## src/rtl/eth_sat_counter.sv

```systemverilog
// 16-bit event counter that sticks at all-ones instead of wrapping.
module eth_sat_counter (
    input  logic        clk,
    input  logic        clr_n,
    input  logic        inc,
    output logic [15:0] count
);

    // Count enabled events, hold at 16'hFFFF, clear synchronously when clr_n is low.
    always_ff @(posedge clk) begin
        if (!clr_n) begin
            count <= 16'h0000;
        end else if (inc && (count != 16'hFFFF)) begin
            count <= count + 16'd1;
        end
    end

endmodule

```

## config.mk

```make
export PLATFORM = sky130hd
export DESIGN_NAME = eth_sat_counter
export DESIGN_NICKNAME = d
export VERILOG_FILES = /design/src/rtl/eth_sat_counter.sv
export SDC_FILE = /design/constraint.sdc
export NUM_CORES = 1
export LEC_CHECK = 0
export CAP_MARGIN = 10
export CORE_MARGIN = 2
export CORE_UTILIZATION = 35
export CTS_CLUSTER_DIAMETER = 120
export CTS_CLUSTER_SIZE = 16
export DETAILED_ROUTE_END_ITERATION = 10
export SLEW_MARGIN = 20
export SYNTH_ARGS = -nofsm -noshare
export SYNTH_HDL_FRONTEND = slang
export SYNTH_SLANG_ARGS = --single-unit
```

## constraint.sdc

```tcl
create_clock -name clk -period 1.8 [get_ports clk]
set_input_delay 0.36 -clock clk [delete_from_list [all_inputs] [get_ports clk]]
set_output_delay 0.36 -clock clk [all_outputs]
set_load 0.01 [all_outputs]
```

==> flow_metrics.env, run 1 <==
export IMPL_layout_min_cycle_time_ps=1700
export IMPL_synth_seq_cells=16
export IMPL_place_inst=148
export IMPL_worst_setup_path_end_kind="primary output"
export IMPL_track_usage_pct=16.4
export IMPL_stdcell_count=152
export IMPL_worst_setup_path_start_kind="register"
export IMPL_slew_viol_final=0
export IMPL_cts_buffers=3
export IMPL_drtPass1Iterations=4
export IMPL_hold_depth=2
export IMPL_critPathBufInv=1
export IMPL_ys_types=31
export IMPL_post_dp_cell_area_mm2=0.00111
export IMPL_cts_root_buf="clkbuf_4"
export IMPL_area_growth_pct=36.5
export IMPL_cts_setup_buffers=0
export IMPL_p_leak_nw=0.377
export IMPL_power_density_mw_per_mm2=559
export IMPL_largest_register_ffs=16
export IMPL_initial_utilization_pct=37.5
export IMPL_ctsHoldBuffers=0
export IMPL_core_area_mm2=0.00223
export IMPL_path_delay_family="buffers and inverters"
export IMPL_layout_drive_gt1_share_pct=11.3
export IMPL_reg2regPathDepth=6
export IMPL_ctsResizeCount=0
export IMPL_reg_largest_list="count x16"
export IMPL_drc_errors=0
export IMPL_clock_latency_ps=280
export IMPL_fill_cells=230
export IMPL_h_tree_depth=1
export IMPL_antenna_left=0
export IMPL_vdd_ir_drop_max_v=0.000291
export IMPL_slowest_delay_ps=590
export IMPL_clock_fmax_ghz=0.587
export IMPL_worstMarginPinSlew_ps=603
export IMPL_cts_path_max_buffers=2
export IMPL_final_common_cell="clkdlybuf4s50_1"
export IMPL_status="complete, no violations"
export IMPL_rsz0062_at_grt="true"
export IMPL_grt_pass1_vias=765
export IMPL_ys_seq_area_share_pct=38.3
export IMPL_clk_pin_slew_ps=100
export IMPL_path_cells="clkdlybuf4s50_1"
export IMPL_hold_viol_final=0
export IMPL_slew_headroom_pct=59.3
export IMPL_largest_register="count"
export IMPL_finalSetupViolations=0
export IMPL_num_antenna_cells=0
export IMPL_synthCells=97
export IMPL_dieArea_mm2=0.00280
export IMPL_grt_overflow=0
export IMPL_wl_um=1900
export IMPL_drtIter0Drc=27
export IMPL_die_y_um=52.9
export IMPL_finish_instance_area_mm2=0.00114
export IMPL_ios=19
export IMPL_layout_common_cells="clkdlybuf4s50_1 (18), dfxtp_1 (16), nand2_1 (10)"
export IMPL_worstPathArrival_ps=1340
export IMPL_synth_warnings=0
export IMPL_syn_num_nets=101
export IMPL_path_depth=1
export IMPL_clkSinkCount=16
export IMPL_gp_congestion=0.761
export IMPL_layout_nets=129
export IMPL_required_ps=1440
export IMPL_antenna_found_initial=0
export IMPL_wire_per_inst_um=12.5
export IMPL_dp_hpwl_um=1430
export IMPL_crit_fanout=7
export IMPL_hp_class="reg -> reg"
export IMPL_cts_tree="yes"
export IMPL_critical_path_class="reg -> out"
export IMPL_synth_avg_cell_area_um2=8.63
export IMPL_post_route_period_util_pct=94.6
export IMPL_crit_path_top_delay_cell="clkdlybuf4s50_1"
export IMPL_cap_violations=0
export IMPL_synth_area_um2=837
export IMPL_fin_skew_ps=1.92
export IMPL_fp_dieW_um=52.9
export IMPL_num_vias=843
export IMPL_grt_pass1_wl_um=3330
export IMPL_rows=17
export IMPL_port_buffers=18
export IMPL_avgViaCountPerCell=5.55
export IMPL_grt_max_degree=18
## synthesized netlist by cell type (all sizes together)
| cell | number | area, um^2 |
|---|---|---|
| or4 | 5 | 37.5 |
| ha | 1 | 12.5 |
| o21ai | 4 | 20.0 |
| nand2b | 2 | 12.5 |
| o311ai | 1 | 8.76 |
| nand3 | 6 | 30.0 |
| a21oi | 9 | 45.0 |
| xor2 | 1 | 8.76 |
| nor4 | 4 | 31.3 |
| dfxtp | 16 | 320 |
| or3 | 3 | 23.8 |
| inv | 4 | 15.0 |
| o41ai | 1 | 8.76 |
| nand2 | 10 | 37.5 |
| o31ai | 5 | 37.5 |
| buf | 1 | 7.51 |
| nand3b | 1 | 7.51 |
| o211ai | 1 | 7.51 |
| nor4bb | 1 | 10.0 |
| nor2 | 5 | 18.8 |
| o211a | 1 | 10.0 |
| nor3b | 1 | 7.51 |
| nand4 | 4 | 40.0 |
| xnor2 | 1 | 8.76 |
| clkbuf | 1 | 3.75 |
| mux2i | 3 | 30.0 |
| nor3 | 2 | 10.0 |
| and4 | 3 | 26.3 |
## cell families after synthesis
| group | share of synthesized area, % |
|---|---|
| XOR/XNOR | 2.09 |
| multiplexers | 3.59 |
| flip-flops | 38.3 |
| AO/OA/AOI/OAI | 16.4 |
| adder cells (fa/ha/maj) | 1.49 |
| buffers and inverters | 3.14 |
| AND/OR/NAND/NOR | 35.0 |
## final timing paths
kind / start / to / slack, ps
max: count[5] / count[5] / 100
min: count[9] / count[9] / 520
max reg2reg: count[0] / count[13] / 140
min reg2reg: count[9] / count[9] / 520
## per-layer routing
layer / GRT usage [%] / vias to the layer above / part of all wire, %
li1: - / 430 / -
met5: 0 / - / 0
met1: 21.3 / 401 / 49
met4: 8.97 / 0 / 1.2
met3: 3.39 / 2 / 2.4
met2: 25.2 / 10 / 47
## through the flow
step / util (%) / power (mW) / setup slack, ps / hold WS (ps) / TNS, ps
2_1_floorplan: - / 0.383 / 197 / 493 / 0
3_3_place_gp: 49.5 / 0.407 / -12.8 / 497 / -29.6
3_5_place_dp: 49.5 / 0.407 / -62.3 / 511 / -281
4_1_cts: 51.1 / 0.653 / 76.9 / 526 / 0
5_1_grt: 51.1 / 0.668 / -10.6 / 540 / -10.6
6_report: 51.1 / 0.638 / 97.9 / 520 / 0
## cell type report
cell class | count | area, um^2 | share of cell area [%]
multi-input combinational | 75 | 490 | 42.9
sequential | 16 | 320 | 28.0
tap | 28 | 35.0 | 3.07
clock buffer | 4 | 36.3 | 3.18
timing repair buffer | 25 | 245 | 21.5
inverter | 4 | 15.0 | 1.31
## power breakdown
group | switching [mW] | total, mW | leakage (nW) | internal (mW)
clock network | 0.116 | 0.239 | 0.0210 | 0.123
logic | 0.0179 | 0.0375 | 0.227 | 0.0197
registers | 0.00432 | 0.361 | 0.129 | 0.357
No activity file was read; power rests on OpenSTA's default activity.
==> run 2, diff against run 1 <==
--- a/config.mk
+++ b/config.mk
@@ -11,6 +11,7 @@
 export CTS_CLUSTER_DIAMETER = 120
 export CTS_CLUSTER_SIZE = 16
 export DETAILED_ROUTE_END_ITERATION = 10
+export PLACE_DENSITY = 0.6
 export SLEW_MARGIN = 20
 export SYNTH_ARGS = -nofsm -noshare
 export SYNTH_HDL_FRONTEND = slang
==> results of run 2 <==
No change in the layout: final DEF, timing and power equal those of run 1.
